[src/rtl/audio_tone_gen_if.sv]
// Sample-side bundle between the tone generator and its consumer (hdmi audio inputs).
// The controller drives the waveform select and attenuation; the generator drives the rest.
interface audio_tone_gen_if #(
  parameter int unsigned AUDIO_BIT_WIDTH = 16
);
  logic [1:0]                        mode;
  logic [3:0]                        volume;
  logic                              clk_audio;
  logic                              sample_strobe;
  logic signed [AUDIO_BIT_WIDTH-1:0] audio_sample_word;

  modport master (
    output mode,
    output volume,
    input  clk_audio,
    input  sample_strobe,
    input  audio_sample_word
  );

  modport slave (
    input  mode,
    input  volume,
    output clk_audio,
    output sample_strobe,
    output audio_sample_word
  );
endinterface

[src/rtl/audio_tone_gen.sv]
// DDS audio sample clock plus attenuated square/sawtooth/triangle test tone, all registered
// in the clk_pixel domain.
module audio_tone_gen #(
  parameter int unsigned CLK_RATE        = 74250000,
  parameter int unsigned AUDIO_RATE      = 48000,
  parameter int unsigned TONE_RATE       = 480,
  parameter int unsigned AUDIO_BIT_WIDTH = 16
) (
  input  logic            clk_pixel,
  input  logic            reset,
  audio_tone_gen_if.slave io_audio
);
  localparam int unsigned W  = AUDIO_BIT_WIDTH;
  localparam int unsigned XW = W + 8;
  localparam int unsigned P  = (TONE_RATE == 0) ? 0 : AUDIO_RATE / TONE_RATE;
  localparam int unsigned PS = (P < 2) ? 2 : P;
  localparam int unsigned H  = PS / 2;
  localparam int unsigned IW = $clog2(PS);

  // Rounded phase increment for an AUDIO_RATE carry rate out of a 32-bit accumulator.
  localparam logic [63:0] INC64 =
    ((64'(AUDIO_RATE) << 32) + 64'(CLK_RATE / 2)) / 64'(CLK_RATE);
  localparam logic [31:0] INC = 32'(INC64);

  localparam logic signed [XW-1:0] C_A     = XW'((64'd1 << (W - 1)) - 64'd1);
  localparam logic signed [XW-1:0] C_MIN   = ~C_A;
  localparam logic signed [XW-1:0] C_H     = XW'(H);
  localparam logic signed [XW-1:0] C_STEP  = XW'((64'd1 << W) / 64'(PS));
  localparam logic signed [XW-1:0] C_TSTEP = XW'((64'd1 << W) / 64'(H));

  if ((TONE_RATE == 0) || ((AUDIO_RATE % TONE_RATE) != 0) || ((P % 2) != 0) || (P < 2))
  begin : g_bad_rate
    $error("audio_tone_gen: AUDIO_RATE/TONE_RATE must be an even integer >= 2");
  end

  logic [31:0]          r_acc;
  logic                 r_msb_d;
  logic [IW-1:0]        r_idx;
  logic                 r_strobe;
  logic signed [W-1:0]  r_word;

  logic                 w_rise;
  logic                 w_fall;
  logic signed [XW-1:0] w_idx_x;
  logic signed [W-1:0]  w_wave;
  logic signed [W-1:0]  w_scaled;

  assign w_rise   = r_acc[31] & ~r_msb_d;
  assign w_fall   = ~r_acc[31] & r_msb_d;
  assign w_idx_x  = XW'(r_idx);
  assign w_scaled = w_wave >>> io_audio.volume;

  // Products are formed at XW bits and truncated to the sample width.
  always_comb begin
    w_wave = '0;
    case (io_audio.mode)
      2'd1: w_wave = (r_idx < IW'(H)) ? W'(C_A) : W'(-C_A);
      2'd2: w_wave = W'(C_MIN + w_idx_x * C_STEP);
      2'd3: w_wave = (r_idx < IW'(H)) ? W'(C_MIN + w_idx_x * C_TSTEP)
                                      : W'(C_A - (w_idx_x - C_H) * C_TSTEP);
      default: w_wave = '0;
    endcase
  end

  // The word changes on the falling edge so it is settled for half a period before each rise.
  always_ff @(posedge clk_pixel) begin
    if (reset) begin
      r_acc    <= '0;
      r_msb_d  <= 1'b0;
      r_idx    <= '0;
      r_strobe <= 1'b0;
      r_word   <= '0;
    end else begin
      r_acc    <= r_acc + INC;
      r_msb_d  <= r_acc[31];
      r_strobe <= w_rise;
      if (w_fall) begin
        r_word <= w_scaled;
        r_idx  <= (r_idx == IW'(PS - 1)) ? '0 : r_idx + IW'(1);
      end
    end
  end

  assign io_audio.clk_audio         = r_acc[31];
  assign io_audio.sample_strobe     = r_strobe;
  assign io_audio.audio_sample_word = r_word;
endmodule

[src/flat_wrapper.sv]
// flat-port wrapper written by rule: the top's interface ports become plain ports
module audio_tone_gen_flat 
#(
  parameter int unsigned CLK_RATE        = 74250000,
  parameter int unsigned AUDIO_RATE      = 48000,
  parameter int unsigned TONE_RATE       = 480,
  parameter int unsigned AUDIO_BIT_WIDTH = 16
)
  (clk_pixel, reset, io_audio_mode, io_audio_volume, io_audio_clk_audio, io_audio_sample_strobe, io_audio_audio_sample_word);
  audio_tone_gen_if #(.AUDIO_BIT_WIDTH(AUDIO_BIT_WIDTH)) io_audio_i ();
  input  logic clk_pixel;
  input  logic reset;
  input wire logic [$bits(io_audio_i.mode)-1:0] io_audio_mode;
  input wire logic [$bits(io_audio_i.volume)-1:0] io_audio_volume;
  output wire logic [$bits(io_audio_i.clk_audio)-1:0] io_audio_clk_audio;
  output wire logic [$bits(io_audio_i.sample_strobe)-1:0] io_audio_sample_strobe;
  output wire logic [$bits(io_audio_i.audio_sample_word)-1:0] io_audio_audio_sample_word;
  assign io_audio_i.mode = io_audio_mode;
  assign io_audio_i.volume = io_audio_volume;
  assign io_audio_clk_audio = io_audio_i.clk_audio;
  assign io_audio_sample_strobe = io_audio_i.sample_strobe;
  assign io_audio_audio_sample_word = io_audio_i.audio_sample_word;
  audio_tone_gen #(.CLK_RATE(CLK_RATE), .AUDIO_RATE(AUDIO_RATE), .TONE_RATE(TONE_RATE), .AUDIO_BIT_WIDTH(AUDIO_BIT_WIDTH)) u_core (.clk_pixel(clk_pixel), .reset(reset), .io_audio(io_audio_i));
endmodule
[config.mk]
export PLATFORM = sky130hd
export DESIGN_NAME = audio_tone_gen_flat
export DESIGN_NICKNAME = d
export VERILOG_FILES = /design/src/rtl/audio_tone_gen_if.sv /design/src/rtl/audio_tone_gen.sv /design/src/flat_wrapper.sv
export SDC_FILE = /design/constraint.sdc
export NUM_CORES = 1
export LEC_CHECK = 0
export ABC_AREA = 1
export BUFFER_PORTS_ARGS = -buffer_cell sky130_fd_sc_hd__buf_2
export CAP_MARGIN = 0
export CELL_PAD_IN_SITES_DETAIL_PLACEMENT = 1
export CELL_PAD_IN_SITES_GLOBAL_PLACEMENT = 1
export CORE_MARGIN = 2
export CORE_UTILIZATION = 29
export DETAILED_ROUTE_END_ITERATION = 12
export GPL_TIMING_DRIVEN = 0
export PLACE_DENSITY = 0.61
export REMOVE_ABC_BUFFERS = 1
export SLEW_MARGIN = 40
export SYNTH_ARGS = -nofsm -noshare
export SYNTH_HDL_FRONTEND = slang
export SYNTH_SLANG_ARGS = --single-unit
export TNS_END_PERCENT = 30
[constraint.sdc]
create_clock -name clk_pixel -period 6.74 [get_ports clk_pixel]
set_clock_uncertainty 0.15 [all_clocks]
set_input_delay 1.348 -clock clk_pixel [delete_from_list [all_inputs] [get_ports clk_pixel]]
set_output_delay 1.348 -clock clk_pixel [all_outputs]
set_load 0.1 [all_outputs]
==> results.tsv <==
stage	metric	value	unit
run_status	status	finished, final reports clean	
global_route	met3 GRT Util	0.0172	
setup_path	Worst Path Arrival	5980	ps
setup_path	Critical Path Sink	u_core.io_audio.audio_sample_word[4]	
synthesis	area of the mapped netlist	7160	um^2
setup_path	Req. time, crit path	6850	ps
power	Tot Pwr	0.986	mW
min_path	Hold WC Path Type	register to register	
setup_path	origin of the critical flop-to-flop path	u_core.r_idx[4]	
floorplan	Initial Utilization	0.295	
setup_path	critical path startpoint category	register	
synthesis	Yosys top cell area share	0.184	
setup_path	CP top delay family	simple AND/OR/NAND/NOR gates	
setup_path	r2r setup slk	870	ps
global_route	GRT busiest layer	met2	
run	MaxCap Viol Count	0	
setup_path	CP Launch Point	u_core.r_idx[4]	
setup_path	CP max-delay cell	dfxtp_1	
power	Clk pwr share	0.466	
setup_path	Critical path buffers and inverters	5	
global_route	initial antenna violation count	0	
final_layout	Area growth syn-to-layout	9.95	%
sta	RSZ-0062 raised after global routing	false	
clocking	clk buf depth	2	
clocking	clock sinks	57	
synthesis	Distinct cells, synth	43	
clocking	Post-CTS Setup Inserts	0	
setup_path	Levels on crit path	28	
final_layout	commonest non-fill, non-tap cell in the layout	nand2_1	
setup_path	Crit Path Class	register to register	
detailed_routing	detailed-route vias per instance	4.77	
setup_path	worst r2r path cells	28	
final_layout	layout cells sized above 1	0.0707	
floorplan	Die X-Extent	161	um
sta	setup violators final	0	
final_layout	NumNets Final	1254	
setup_path	reg-to-reg endpoint	u_core.io_audio.audio_sample_word[4]	
detailed_routing	DRT Pass-1 Iters	4	
sta	Tightest Pin Transition	828	ps
setup_path	critical path's largest stage delay	750	ps
global_route	met2 global-route usage	0.311	
floorplan	Die Ht	161	um
place	routability cong.	0.843	
power	sequential power share	0.382	
final_layout	fill count	3185	
sta	Period minus WS final	5870	ps
detailed_routing	antenna violation net count after detailed routing	0	
power	Max VDD drop	0.115	mV
global_route	overall routing resource usage	0.176	
place	DP Wirelength	18500	um
final_layout	commonest cells after routing, fill and taps aside	294 x nand2_1, 172 x inv_1, 108 x nand3_1	
synthesis	Cells after Synth	1100	
synthesis	ranking of synthesized cells by area	ha_1 18%, dfxtp_1 16%, nand2_1 15%	
sta	worst rel slew slack	0.447	
floorplan	number of top-level pins	26	
global_route	largest net degree at the start of global routing	28	
power	Net Sw Power	0.286	mW
final_layout	final core utilization	0.325	
floorplan	die area	26000	um^2
power	PwrDens	125	nW/um^2
clocking	clk_lat worst skew	330	ps
final_layout	final instance area	7870	um^2
place	Port Buffer Count	25	
synthesis	syn_area_per_cell	6.51	um^2
clocking	CTS Buf Count	9	
detailed_routing	Wirelength per Cell	15.2	um
sta	Max Freq	0.170	GHz
setup_path	Worst path most repeated cell	nand2_1	
setup_path	CP Max Fanout	13	
clocking	clock slew seen by the registers of the worst setup and hold paths	50	ps
detailed_routing	initial DRC count	232	
global_route	vias in the first global route	7026	
global_route	remaining global-route overflow	0	
detailed_routing	DR DRC count	0	
sta	final setup TNS	0	ps
power	switching share of total power	0.290	
setup_path	CP Capture Type	register	
detailed_routing	Vias	6876	
synthesis	Seq cells post-synth	57	
sta	Final Cycle Share	0.872	
power	combinational share of power	0.152	
sta	pins over their slew limit	0	
global_route	met1 usage	0.233	
synthesis	area leader, netlist	ha_1	
detailed_routing	DRT Wirelength	22000	um
power	P_leak	4.15	nW
clocking	# hold bufs at CTS	0	
power	Internal	0.700	mW
final_layout	ANT cells	0	
clocking	CTS resizes	0	
clocking	Root Driver	clkbuf_16	
synthesis	synth warn	0	
floorplan	Rows	57	
synthesis	sequential-to-total area share from yosys stat	0.159	
clocking	H-tree Lvls	3	
clocking	CTS tree	yes	
sta	final hold vios	0	
global_route	first-pass GRT wire length	36700	um
floorplan	core area	24200	um^2
place	placed inst area	7570	um^2
-- registers in the layout (all words and copies together) (netlist names) --
| name | flops |
|---|---|
| u_core.r_acc | 32 |
| u_core.io_audio.audio_sample_word | 16 |
| u_core.r_idx | 7 |
| u_core.io_audio.sample_strobe | 1 |
| u_core.r_msb_d | 1 |
-- cell families (layout without fill, tap and decap cells) --
logic type               after synthesis  after routing  synth area share
buffers and inverters                200            217             0.109
flip-flops                            57             57             0.159
XOR/XNOR                              13             13            0.0159
AND/OR/NAND/NOR                      552            552             0.335
adder cells (fa/ha/maj)              134            134             0.265
AO/OA/AOI/OAI                        144            144             0.116
-- how the worst min path moves through the flow --
stage	start	endpoint	slack, ps	cells past startpoint
6_report	u_core.r_msb_d	u_core.io_audio.sample_strobe	270	1
5_1_grt	u_core.r_msb_d	u_core.io_audio.sample_strobe	280	1
4_1_cts	u_core.r_msb_d	u_core.io_audio.sample_strobe	280	1
3_5_place_dp	u_core.r_msb_d	u_core.io_audio.sample_strobe	270	1
3_3_place_gp	u_core.r_msb_d	u_core.io_audio.sample_strobe	260	1
2_1_floorplan	u_core.r_msb_d	u_core.io_audio.sample_strobe	250	1
-- per-stage QoR --
| stage | setup slack (ps) | cells | hold slack, ps |
|---|---|---|---|
| after floorplan | 1930 | 1076 | 248 |
| after global placement | 794 | 1425 | 261 |
| after detailed placement | 803 | 1425 | 268 |
| after CTS | 775 | 1441 | 277 |
| after global routing | 296 | 1441 | 282 |
| final | 865 | 1441 | 271 |
-- area by class of cell --
| type | instances | area, um^2 | area share |
|---|---|---|---|
| multi-input combinational | 843 | 5240 | 0.666 |
| clock buffer | 11 | 243 | 0.0308 |
| sequential | 57 | 1140 | 0.145 |
| tap | 324 | 405 | 0.0515 |
| clock inverter | 5 | 55.1 | 0.00700 |
| inverter | 176 | 661 | 0.0840 |
| timing repair buffer | 25 | 125 | 0.0159 |
-- Yosys cell counts, drive strengths merged --
library cell / n
dfxtp: 57
or2: 5
o41ai: 1
o2111ai: 1
a21boi: 2
fa: 29
o31ai: 2
o21bai: 2
a211oi: 2
nand4: 21
xor2: 7
buf: 13
nor3: 13
a21o: 1
inv: 176
o21a: 3
clkbuf: 11
o21ai: 42
nor2: 92
ha: 105
nand3: 116
a21oi: 79
a31oi: 7
nor4: 1
nand2: 300
xnor2: 6
nand3b: 4
o211ai: 2
-- power by group through the flow --
stage                     Sequential, mW  Combinational, mW  Clock [mW]
after floorplan                    0.379              0.109           0
after global placement             0.383              0.147           0
after detailed placement           0.384              0.149           0
after CTS                          0.377              0.152       0.471
after global routing               0.381              0.173       0.485
final                              0.377              0.150       0.460
-- metal layers --
metal	part of all wire	wire length, um
met5	0	0
met4	0.0096	211
met3	0.012	261
met2	0.48	10600
met1	0.49	10800
Note: power is estimated with default switching activity, not from simulation.
